`src/rtl/branch_resolve_unit.sv`:
```
// ---------------------------------------------------------------------------
// branch_resolve_unit
//   Front-end branch resolution block in pcGen. Keeps a branch history queue
//   (BHQ) of {predicted direction, not-predicted PC} for each in-flight
//   conditional branch. It pops the head on each back-end resolution and
//   flags a mispredict. It also sequences jalr stalls and drives the fetch
//   redirect and stall outputs.
//
//   Ports
//     CLK, RSTn                 clock, asynchronous active-low reset
//     bp_push/bp_taken/bp_resume_pc   fetch-side prediction push
//     bhq_full                  queue full (combinational from flops)
//     takenBranch(_vaild)       back-end resolution
//     pcGen_ready               resolution accept (combinational)
//     jalr_req/jalr_vaild/jalr_pc     jalr stall and target
//     isFlush                   commit flush, highest priority
//     isMisPredict              level, held until flush
//     redirect_vaild/redirect_pc      one-cycle redirect pulse and target
//     fetch_stall               fetch hold
//
//   Optional build macro BRU_PREDICT_STAT_EN adds the saturating counters
//   stat_resolve_cnt and stat_mispred_cnt. Only reset clears them.
// ---------------------------------------------------------------------------
module branch_resolve_unit #(
  parameter int BHQ_AW = 3,
  parameter int PC_W   = 64
) (
  input  logic            CLK,
  input  logic            RSTn,
  input  logic            bp_push,
  input  logic            bp_taken,
  input  logic [PC_W-1:0] bp_resume_pc,
  output logic            bhq_full,
  input  logic            takenBranch,
  input  logic            takenBranch_vaild,
  output logic            pcGen_ready,
  input  logic            jalr_req,
  input  logic            jalr_vaild,
  input  logic [PC_W-1:0] jalr_pc,
  input  logic            isFlush,
  output logic            isMisPredict,
  output logic            redirect_vaild,
  output logic [PC_W-1:0] redirect_pc,
  output logic            fetch_stall
`ifdef BRU_PREDICT_STAT_EN
  ,
  output logic [31:0]     stat_resolve_cnt,
  output logic [31:0]     stat_mispred_cnt
`endif
);

  localparam int DEPTH = 1 << BHQ_AW;

  localparam logic [1:0] S_IDLE      = 2'd0;
  localparam logic [1:0] S_JALR_WAIT = 2'd1;
  localparam logic [1:0] S_MISPRED   = 2'd2;

  logic [DEPTH-1:0]            taken_mem_q, taken_mem_d;
  logic [DEPTH-1:0][PC_W-1:0]  pc_mem_q, pc_mem_d;
  logic [BHQ_AW-1:0]           rd_ptr_q, rd_ptr_d;
  logic [BHQ_AW-1:0]           wr_ptr_q, wr_ptr_d;
  logic [BHQ_AW:0]             count_q, count_d;
  logic [1:0]                  state_q, state_d;
  logic                        mispred_q, mispred_d;
  logic                        redir_v_q, redir_v_d;
  logic [PC_W-1:0]             redir_pc_q, redir_pc_d;
  logic                        stall_q, stall_d;

  logic push_ok, accept, mismatch, jalr_done;

  assign bhq_full    = (count_q == (BHQ_AW+1)'(DEPTH));
  assign pcGen_ready = (count_q != '0) && (state_q != S_MISPRED) && !isFlush;
  assign accept      = takenBranch_vaild && pcGen_ready;
  assign push_ok     = bp_push && (state_q == S_IDLE) && !bhq_full && !isFlush;
  assign mismatch    = accept && (taken_mem_q[rd_ptr_q] != takenBranch);
  // A mispredict is always older than the stalled jalr, so it takes priority.
  assign jalr_done   = (state_q == S_JALR_WAIT) && jalr_vaild && !isFlush && !mismatch;

  always_comb begin
    taken_mem_d = taken_mem_q;
    pc_mem_d    = pc_mem_q;
    rd_ptr_d    = rd_ptr_q;
    wr_ptr_d    = wr_ptr_q;
    count_d     = count_q;
    state_d     = state_q;
    mispred_d   = mispred_q;
    redir_v_d   = 1'b0;
    redir_pc_d  = redir_pc_q;

    if (isFlush) begin
      rd_ptr_d  = '0;
      wr_ptr_d  = '0;
      count_d   = '0;
      state_d   = S_IDLE;
      mispred_d = 1'b0;
    end else begin
      if (push_ok) begin
        taken_mem_d[wr_ptr_q] = bp_taken;
        pc_mem_d[wr_ptr_q]    = bp_resume_pc;
        wr_ptr_d              = wr_ptr_q + BHQ_AW'(1);
      end
      if (accept)
        rd_ptr_d = rd_ptr_q + BHQ_AW'(1);
      count_d = count_q + (BHQ_AW+1)'(push_ok) - (BHQ_AW+1)'(accept);

      if (mismatch) begin
        mispred_d  = 1'b1;
        redir_v_d  = 1'b1;
        redir_pc_d = pc_mem_q[rd_ptr_q];
        state_d    = S_MISPRED;
      end else if (jalr_done) begin
        redir_v_d  = 1'b1;
        redir_pc_d = jalr_pc;
        state_d    = S_IDLE;
      end else if ((state_q == S_IDLE) && jalr_req) begin
        state_d = S_JALR_WAIT;
      end
    end
    // Stall is a registered view of the state being entered.
    stall_d = (state_d != S_IDLE);
  end

  always_ff @(posedge CLK or negedge RSTn) begin
    if (!RSTn) begin
      taken_mem_q <= '0;
      pc_mem_q    <= '0;
      rd_ptr_q    <= '0;
      wr_ptr_q    <= '0;
      count_q     <= '0;
      state_q     <= S_IDLE;
      mispred_q   <= 1'b0;
      redir_v_q   <= 1'b0;
      redir_pc_q  <= '0;
      stall_q     <= 1'b0;
    end else begin
      taken_mem_q <= taken_mem_d;
      pc_mem_q    <= pc_mem_d;
      rd_ptr_q    <= rd_ptr_d;
      wr_ptr_q    <= wr_ptr_d;
      count_q     <= count_d;
      state_q     <= state_d;
      mispred_q   <= mispred_d;
      redir_v_q   <= redir_v_d;
      redir_pc_q  <= redir_pc_d;
      stall_q     <= stall_d;
    end
  end

  assign isMisPredict   = mispred_q;
  assign redirect_vaild = redir_v_q;
  assign redirect_pc    = redir_pc_q;
  assign fetch_stall    = stall_q;

`ifdef BRU_PREDICT_STAT_EN
  logic [31:0] res_cnt_q, res_cnt_d;
  logic [31:0] mis_cnt_q, mis_cnt_d;

  always_comb begin
    res_cnt_d = res_cnt_q;
    mis_cnt_d = mis_cnt_q;
    if (accept && (res_cnt_q != 32'hFFFF_FFFF))
      res_cnt_d = res_cnt_q + 32'd1;
    if (mismatch && (mis_cnt_q != 32'hFFFF_FFFF))
      mis_cnt_d = mis_cnt_q + 32'd1;
  end

  always_ff @(posedge CLK or negedge RSTn) begin
    if (!RSTn) begin
      res_cnt_q <= '0;
      mis_cnt_q <= '0;
    end else begin
      res_cnt_q <= res_cnt_d;
      mis_cnt_q <= mis_cnt_d;
    end
  end

  assign stat_resolve_cnt = res_cnt_q;
  assign stat_mispred_cnt = mis_cnt_q;
`endif

endmodule

```
`config.mk`:
```
export PLATFORM = sky130hd
export DESIGN_NAME = branch_resolve_unit
export DESIGN_NICKNAME = d
export VERILOG_FILES = /design/src/rtl/branch_resolve_unit.sv
export SDC_FILE = /design/constraint.sdc
export NUM_CORES = 1
export LEC_CHECK = 0
export CORE_MARGIN = 3
export CORE_UTILIZATION = 45
export CTS_BUF_LIST = sky130_fd_sc_hd__clkbuf_2 sky130_fd_sc_hd__clkbuf_4 sky130_fd_sc_hd__clkbuf_8
export DETAILED_ROUTE_END_ITERATION = 6
export GPL_TIMING_DRIVEN = 0
export MAX_ROUTING_LAYER = met4
export PLACE_DENSITY = 0.6
export SYNTH_ARGS = -nofsm -noshare
export SYNTH_HDL_FRONTEND = slang
export SYNTH_SLANG_ARGS = --single-unit
```
`constraint.sdc`:
```
create_clock -name CLK -period 2.8 [get_ports CLK]
set_clock_uncertainty 0.15 [all_clocks]
set_input_delay 0.56 -clock CLK [delete_from_list [all_inputs] [get_ports CLK]]
set_output_delay 0.56 -clock CLK [all_outputs]
set_load 0.05 [all_outputs]
```
==> results of run 1 <==
==> Yosys cell counts (all sizes together) <==
| library cell | instances | area, um2 |
|---|---|---|
| dfrtp | 599 | 15000 |
| mux2 | 520 | 5860 |
| mux2i | 196 | 1960 |
| mux4 | 130 | 2930 |
| buf | 82 | 448 |
| clkbuf | 31 | 116 |
| nor2 | 11 | 41.3 |
| inv | 9 | 33.8 |
| ha | 8 | 100 |
| nand2 | 4 | 15.0 |
| xnor2 | 4 | 35.0 |
| a21oi | 3 | 15.0 |
| nand3 | 3 | 15.0 |
| nor2b | 3 | 18.8 |
| nor4 | 3 | 18.8 |
| a21o | 2 | 15.0 |
| and2 | 2 | 12.5 |
| nand2b | 2 | 12.5 |
| nor4b | 2 | 32.5 |
| xor2 | 2 | 17.5 |
| a2111oi | 1 | 27.5 |
| a211oi | 1 | 7.51 |
| and4 | 1 | 8.76 |
| fa | 1 | 20.0 |
| nand4 | 1 | 6.26 |
| nor3b | 1 | 7.51 |
| o21a | 1 | 7.51 |
| o31a | 1 | 8.76 |
| or2 | 1 | 6.26 |
==> through the flow <==
stage	setup TNS [ns]	hold WS, ns	instance area [um2]
detailed placement	-258.00	0.319	29900
global placement	-	0.311	29800
finish	0	-0.224	32400
global route	0	-0.200	32400
floorplan	0	0.114	26800
CTS	-1.38	-0.234	32300
==> routing by layer <==
layer / global-route usage / share of wire / vias up
met4: 0.0597 / 0.025 / 0
met5: - / 0 / -
met1: 0.287 / 0.45 / 8118
met3: 0.0417 / 0.041 / 106
li1: - / - / 6718
met2: 0.341 / 0.48 / 272
==> power groups by stage <==
stage / combinational (mW) / clock, mW / sequential [mW]
final: 9.23 / 8.26 / 11.9
after global routing: 9.95 / 8.95 / 12.2
after CTS: 9.42 / 8.53 / 11.9
after detailed placement: 9.34 / 0 / 12.0
after global placement: 9.16 / 0 / 12.0
after floorplan: 4.86 / 0 / 13.4
==> worst max path at each step <==
| stage | from | end | slack, ns |
|---|---|---|---|
| after floorplan | count_q[2] | count_q[1] | 0.20 |
| after global placement | RSTn | pc_mem_q[429] | -25.28 |
| after detailed placement | bp_push | pc_mem_q[41] | -0.73 |
| after CTS | count_q[2] | pc_mem_q[296] | -0.04 |
| after global routing | count_q[2] | bhq_full | 0.0004 |
| final | redirect_pc[0] | redirect_pc[0] | 0.11 |
==> layout make-up <==
| type | instances | share of cell area |
|---|---|---|
| Clock buffer | 175 | 0.0664 |
| Tap cell | 765 | 0.0295 |
| Clock inverter | 7 | 0.00135 |
| Timing Repair Buffer | 215 | 0.0683 |
| Inverter | 9 | 0.00104 |
| Multi-Input combinational cell | 904 | 0.347 |
| Antenna cell | 9 | 0.000695 |
| Sequential cell | 599 | 0.462 |
| Buffer | 111 | 0.0232 |
==> sequential cells by signal, indices dropped and copies added, names as in the netlist <==
signal,count
rd_ptr_q,3
taken_mem_q,8
count_q,4
redirect_vaild,1
state_q,2
pc_mem_q,512
wr_ptr_q,3
isMisPredict,1
redirect_pc,64
fetch_stall,1
==> logic make-up after synthesis <==
kind of cell	count (synthesis)
adder cells (fa/ha/maj)	9
multiplexers	846
buffers and inverters	122
XOR/XNOR	6
AO/OA/AOI/OAI	9
flip-flops	599
AND/OR/NAND/NOR	34
==> what timing repair did <==
item / CTS / global route
pin swaps: 1 / 1
endpoints found under the setup margin: 311 / 453
endpoints found under the hold margin: 112 / 112
gates cloned: 1 / 0
setup buffers: 2 / 4
gates resized for setup: 65 / 37
==> impl_metrics.py, run 1 <==
metrics = {
    "critical_path": {
        "critical_path.max_fanout": 2,
        "timing.critical_path.buf_inv": 1,
        "worstPathCellList": "clkdlybuf4s50_1",
        "critPathTopFamily": "buffers and inverters",
        "slowest_stage": "clkdlybuf4s50_1",
        "crit_cells": 1,
        "r2r_cells": 9,
        "end_kind": "output port",
        "regToRegStartpoint": "rd_ptr_q[0]",
        "crit_arrival_ns": 1.98,
        "worstSetupStartpointType": "register",
        "r2r_slack_ns": 0.12,
        "cp_data_required_time_ns": 2.09,
        "worstReg2RegEnd": "redirect_pc[62]",
        "slowest_delay_ns": 0.85,
        "worstSetupPathType": "reg -> out",
    },
    "logic_synthesis": {
        "synthAdderAreaFrac": 0.00448,
        "synth_cells": 1625,
        "synth_cell_type_count": 34,
        "synth_xor_area_frac": 0.00196,
        "synth_area_per_cell_um2": 16.5,
        "synthMuxAreaShare": 0.401,
        "yosys.area_share.simple": 0.00729,
        "synth_area_mm2": 0.0268,
        "synth_nets": 1771,
        "ys_seq_area_frac": 0.560,
        "synth-compound-area-share": 0.00304,
        "ys.warnings.count": 0,
        "synth_top_family_by_area": "multiplexers",
        "ys_ff_latch": 599,
    },
    "clock_tree": {
        "clock_path_buffers": 3,
        "clk_pin_slew_ns": 0.06,
        "cts_tree": "built",
        "root_buffer": "clkbuf_8",
        "clkLatencyLatePin_ns": 0.68,
        "htreeDepth": 3,
        "cts_sinks": 599,
        "cts_buffers": 102,
    },
    "power": {
        "p_leak_nw": 14.9,
        "comb_power_share": 0.314,
        "peakVddDrop_mv": 0.590,
        "switching_share": 0.321,
        "seqPwrFrac": 0.405,
        "intPower_mw": 20.0,
        "power.total_mw": 29.4,
        "pwr-share-clk": 0.281,
        "p_sw_mw": 9.43,
        "powerDensity_mw_per_mm2": 907,
    },
    "timing": {
        "setup_slack_ns": 0.114,
        "finalHoldViolations": 112,
        "tightest_slew_ns": 1.09,
        "fin_crit_sh": 0.959,
        "holdWs_ns": -0.224,
        "slew_violations": 0,
        "period_needed_ns": 2.69,
        "rsz0062_at_grt": "false",
        "setup_violations": 0,
        "slew-limit-headroom": 0.275,
        "timing.fmax_mhz": 372,
    },
    "placed_design": {
        "place_inst": 2598,
        "numPortBuffers": 204,
        "dp_hpwl_um": 40700,
        "place_ws_ns": -0.733,
        "place_congestion": 0.718,
    },
    "hold_path": {
        "hold_class": "in -> async",
    },
    "route": {
        "vias": 15200,
        "detail_route.iter0.violations": 654,
        "wire_per_inst_um": 22.9,
        "ant_nets": 0,
        "drc_errors": 0,
        "vias_per_cell": 5.45,
        "first_pass_iters": 6,
        "routed_wl_um": 63900,
    },
    "floorplanning": {
        "coreArea_mm2": 0.0582,
        "die_w_um": 250,
        "pin_count": 206,
        "fp.dieH_um": 250,
        "die_area_mm2": 0.0625,
        "initial_utilization": 0.460,
        "row_count": 88,
    },
    "finish": {
        "fillCellCount": 4654,
        "finalNetCount": 2088,
        "final_util": 0.557,
        "ff_latch_area_mm2": 0.0150,
        "final_common_cell": "dfrtp_1",
        "mostFrequentLayoutCells": "dfrtp_1 (599), mux2_1 (520), clkdlybuf4s50_1 (201)",
        "multi_input_area_mm2": 0.0113,
        "drive_gt1_frac": 0.216,
        "stdcell_count": 2794,
        "areaGrowthSynthToFinish_pct": 21.1,
    },
    "flow_run": {
        "max-cap-violations": 0,
    },
    "grt": {
        "grt_overflow": 0,
        "grt_pass1_wl_um": 101000,
        "grt_pass1_vias": 16700,
        "track_usage": 0.216,
        "antenna_found_initial": 9,
        "grt_max_degree": 129,
    },
    "outcome": {
        "run_status": "finished with violations",
        "violations": "negative hold slack",
    },
}
(Power assumes the default switching activity.)
==> run 2: changes to the inputs <==
- clock period: 2.8 -> 2.84 ns (I/O delays scaled with it)
==> impl_metrics.py, run 2 (synthesis results as in run 1) <==
metrics = {
    "floorplanning": {
        "pin_count": 206,
        "die_w_um": 250,
        "die_area_mm2": 0.0625,
        "initial_utilization": 0.460,
        "coreArea_mm2": 0.0582,
        "row_count": 88,
        "fp.dieH_um": 250,
    },
    "timing": {
        "holdWs_ns": 0.155,
        "timing.fmax_mhz": 365,
        "finalHoldViolations": 0,
        "slew_violations": 0,
        "setup_slack_ns": 0.103,
        "period_needed_ns": 2.74,
        "fin_crit_sh": 0.964,
        "tightest_slew_ns": 1.12,
        "setup_violations": 0,
        "slew-limit-headroom": 0.256,
    },
    "clock_tree": {
        "clock_path_buffers": 3,
        "clk_pin_slew_ns": 0.06,
        "cts_buffers": 104,
        "clkLatencyLatePin_ns": 0.67,
        "cts_tree": "built",
        "htreeDepth": 3,
        "root_buffer": "clkbuf_8",
        "cts_sinks": 599,
    },
    "placed_design": {
        "place_ws_ns": -0.777,
        "dp_hpwl_um": 40700,
        "place_congestion": 0.738,
        "numPortBuffers": 204,
    },
    "route": {
        "first_pass_iters": 4,
        "drc_errors": 0,
        "routed_wl_um": 63500,
        "detail_route.iter0.violations": 677,
        "vias_per_cell": 5.42,
        "ant_nets": 0,
        "wire_per_inst_um": 22.6,
        "vias": 15200,
    },
    "flow_run": {
        "max-cap-violations": 0,
    },
    "finish": {
        "final_common_cell": "dfrtp_1",
        "regMostFlops": "pc_mem_q",
        "mostFrequentLayoutCells": "dfrtp_1 (599), mux2_1 (520), clkdlybuf4s50_1 (201)",
        "fillCellCount": 4708,
        "largest_reg_flops": 512,
        "drive_gt1_frac": 0.219,
        "areaGrowthSynthToFinish_pct": 22.0,
        "finalNetCount": 2097,
    },
    "critical_path": {
        "crit_arrival_ns": 3.17,
        "worstSetupPathType": "reg -> reg",
        "regToRegStartpoint": "count_q[2]",
        "cp-startpoint": "count_q[2]",
        "cp_data_required_time_ns": 3.27,
        "critical_path.max_fanout": 5,
        "end_kind": "register",
        "worstSetupStartpointType": "register",
    },
    "power": {
        "p_leak_nw": 15.1,
        "powerDensity_mw_per_mm2": 901,
        "peakVddDrop_mv": 0.538,
    },
    "grt": {
        "antenna_found_initial": 8,
        "track_usage": 0.214,
        "grt_max_degree": 125,
        "grt_pass1_wl_um": 101000,
        "grt_pass1_vias": 16900,
        "grt_overflow": 0,
    },
    "hold_path": {
        "hold_class": "in -> reg",
        "hold_path.startpoint": "isFlush",
    },
    "outcome": {
        "run_status": "finished, final reports clean",
    },
}
## run 2: timing repair
action	CTS	global route
hold buffers	2	0
gates resized for setup	75	26
setup buffers	2	5
endpoints found under the setup margin	486	453
cloned	0	2
pin swaps	1	1
hold endpoints to repair	55	0
## run 2: worst max-delay path, stage by stage, from the launching register on
cell	delay, ns
dfrtp_1	0.33
inv_1	0.07
ha_1	0.21
nor3b_4	0.18
nor4b_4	0.26
buf_4	0.20
nand2_1	0.06
ha_1	0.28
inv_1	0.04
ha_1	0.21
fa_2	0.54
nor2b_1	0.14
## run 2: area by class of cell
type | instances | area (um2) | share of cell area
diodes | 7 | 17.5 | 0.000536
plain buffers | 113 | 756 | 0.0231
clock buffers | 173 | 2240 | 0.0686
clock inverters | 16 | 110 | 0.00337
inverters | 9 | 33.8 | 0.00103
multi-input cells | 904 | 11300 | 0.345
flip-flops and latches | 599 | 15000 | 0.459
well taps | 765 | 957 | 0.0293
repair buffers | 220 | 2310 | 0.0708
## run 2: final timing paths
check	cells past startpoint	slack, ns	endpoint
hold / removal	2	0.16	count_q[0]
setup reg to reg	11	0.10	count_q[1]
setup / recovery	11	0.10	count_q[1]
min in group asynchronous	3	0.30	redirect_pc[10]
max in group asynchronous	6	0.40	redirect_pc[37]
hold reg to reg	1	0.33	pc_mem_q[159]
## run 2: metrics by stage
step	power (mW)	util	TNS (ns)	instance area (um2)	instances
CTS	29.8	0.558	-0.506	32500	2792
global placement	20.9	0.511	-	29800	2594
finish	29.4	0.561	0	32700	2806
detailed placement	21.1	0.514	-222.95	29900	2599
global route	31.1	0.561	-0.321	32700	2806
floorplan	18.0	-	0	26800	1625
## run 2: where the power goes
group	internal (mW)	total, mW	switching [mW]	leakage [nW]
sequential	10.7	11.7	1.05	7.93
clock	5.05	8.56	3.51	1.25
combinational	4.30	9.15	4.85	5.88
## run 2: routing by layer
| layer | track usage | wire [um] | up-vias |
|---|---|---|---|
| met3 | 0.0380 | 2860 | 82 |
| li1 | - | - | 6721 |
| met5 | - | 0 | - |
| met4 | 0.0562 | 1150 | 0 |
| met1 | 0.293 | 29300 | 8146 |
| met2 | 0.334 | 30200 | 257 |
==> run 3: changes to the inputs <==
- CAP_MARGIN: not set -> 20
- TNS_END_PERCENT: not set -> 20
==> impl_metrics.py, run 3 (synthesis results as in run 1) <==
metrics = {
    "power": {
        "pwr-share-clk": 0.291,
        "seqPwrFrac": 0.399,
        "intPower_mw": 20.0,
        "p_sw_mw": 9.40,
        "switching_share": 0.319,
        "power.total_mw": 29.4,
        "comb_power_share": 0.310,
        "p_leak_nw": 15.0,
        "powerDensity_mw_per_mm2": 903,
        "peakVddDrop_mv": 0.538,
    },
    "hold_path": {
        "hold_class": "in -> reg",
        "hold_path.startpoint": "isFlush",
    },
    "route": {
        "first_pass_iters": 4,
        "vias_per_cell": 5.43,
        "wire_per_inst_um": 22.6,
        "routed_wl_um": 63400,
        "drc_errors": 0,
        "ant_nets": 0,
        "vias": 15200,
        "detail_route.iter0.violations": 701,
    },
    "timing": {
        "timing.fmax_mhz": 347,
        "slew_violations": 0,
        "holdWs_ns": 0.104,
        "fin_crit_sh": 1.01,
        "slew-limit-headroom": 0.247,
        "tightest_slew_ns": 1.13,
        "rsz0062_at_grt": "true",
        "finalHoldViolations": 0,
        "setup_violations": 2,
        "setup_slack_ns": -0.0382,
        "period_needed_ns": 2.88,
    },
    "critical_path": {
        "regToRegStartpoint": "rd_ptr_q[1]",
        "crit_arrival_ns": 3.27,
        "critPathTopFamily": "buffers and inverters",
        "worstSetupStartpointType": "register",
        "critical_path.max_fanout": 10,
        "end_kind": "register",
        "slowest_delay_ns": 0.64,
        "cp-startpoint": "rd_ptr_q[1]",
        "cp_data_required_time_ns": 3.23,
        "worstPathCellList": "clkbuf_1, clkbuf_2, clkbuf_1, mux4_2, mux2i_1, mux2i_1",
        "timing.critical_path.buf_inv": 3,
        "slowest_stage": "clkbuf_1",
        "r2r_slack_ns": -0.04,
        "worstSetupPathType": "reg -> reg",
    },
    "finish": {
        "drive_gt1_frac": 0.215,
        "areaGrowthSynthToFinish_pct": 21.7,
        "fillCellCount": 4725,
        "mostFrequentLayoutCells": "dfrtp_1 (599), mux2_1 (520), clkdlybuf4s50_1 (201)",
        "final_common_cell": "dfrtp_1",
        "multi_input_area_mm2": 0.0112,
        "regMostFlops": "pc_mem_q",
        "stdcell_count": 2800,
        "largest_reg_flops": 512,
        "final_util": 0.559,
        "ff_latch_area_mm2": 0.0150,
        "finalNetCount": 2091,
    },
    "clock_tree": {
        "cts_tree": "built",
        "cts_buffers": 104,
        "cts_sinks": 599,
        "root_buffer": "clkbuf_8",
        "clkLatencyLatePin_ns": 0.68,
        "clk_pin_slew_ns": 0.06,
        "clock_path_buffers": 3,
        "htreeDepth": 3,
    },
    "floorplanning": {
        "initial_utilization": 0.460,
        "row_count": 88,
        "fp.dieH_um": 250,
        "die_w_um": 250,
        "die_area_mm2": 0.0625,
        "coreArea_mm2": 0.0582,
        "pin_count": 206,
    },
    "placed_design": {
        "place_congestion": 0.738,
        "place_ws_ns": -0.777,
        "dp_hpwl_um": 40700,
        "place_inst": 2599,
        "numPortBuffers": 204,
    },
    "grt": {
        "grt_pass1_wl_um": 101000,
        "antenna_found_initial": 7,
        "grt_max_degree": 125,
        "grt_overflow": 0,
        "grt_pass1_vias": 16800,
        "track_usage": 0.214,
    },
    "outcome": {
        "violations": "negative setup slack",
        "run_status": "finished with violations",
    },
    "flow_run": {
        "max-cap-violations": 0,
    },
}
==> run 3: changes by cell type in the layout (fill, tap and decap cells not counted), moves of 2 or more <==
cell,previous run,this run
nor4_2,0,2
buf_6,11,8
buf_4,48,43
nor4_4,2,0
clkbuf_1,11,15
clkbuf_4,23,27
clkbuf_2,19,15
==> run 3: through the flow <==
stage / setup TNS [ns] / instance area, um2
CTS: -4.30 / 32500
global placement: - / 29800
finish: -0.0383 / 32600
floorplan: 0 / 26800
global route: -6.22 / 32600
detailed placement: -222.95 / 29900
==> run 3: timing repair <==
item,in CTS,in global routing
gates resized for setup,70,16
setup buffers,1,0
cloned,0,1
endpoints found under the setup margin,486,460
pin swaps,1,1
hold buffers,2,0
endpoints found under the hold margin,55,0
==> run 3: layout make-up <==
cell class / count / share of cell area
buffer: 113 / 0.0224
inverter: 9 / 0.00104
antenna: 7 / 0.000538
multi-input combinational: 904 / 0.345
tap: 765 / 0.0294
clock buffer: 173 / 0.0689
sequential: 599 / 0.460
timing repair buffer: 214 / 0.0694
clock inverter: 16 / 0.00338
==> run 3: power groups by stage <==
stage	Sequential (mW)	Combinational (mW)	Clock [mW]
3_5_place_dp	11.8	9.23	0
5_1_grt	12.0	9.84	9.25
2_1_floorplan	13.2	4.78	0
6_report	11.7	9.12	8.56
3_3_place_gp	11.8	9.04	0
4_1_cts	11.7	9.29	8.81
==> run 3: final timing paths <==
check | endpoint | cells past startpoint
max | redirect_pc[48] | 6
min | count_q[0] | 2
max reg2reg | redirect_pc[48] | 6
min reg2reg | pc_mem_q[203] | 1
max in group asynchronous | pc_mem_q[494] | 6
min in group asynchronous | redirect_pc[10] | 3
==> run 3: worst register-to-register path: cells and delay by family, from the launching register on <==
kind                   cells  cell delay [ns]
buffers and inverters      3             1.38
DFF                        1             0.35
muxes                      3             0.86
==> run 3: layer usage <==
layer | wire [um] | part of all wire | GRT usage | vias to the layer above
met5 | 0 | 0 | - | -
met4 | 1190 | 0.019 | 0.0557 | 0
met3 | 2550 | 0.040 | 0.0380 | 83
met2 | 30300 | 0.48 | 0.334 | 269
met1 | 29300 | 0.46 | 0.292 | 8143
li1 | - | - | - | 6722
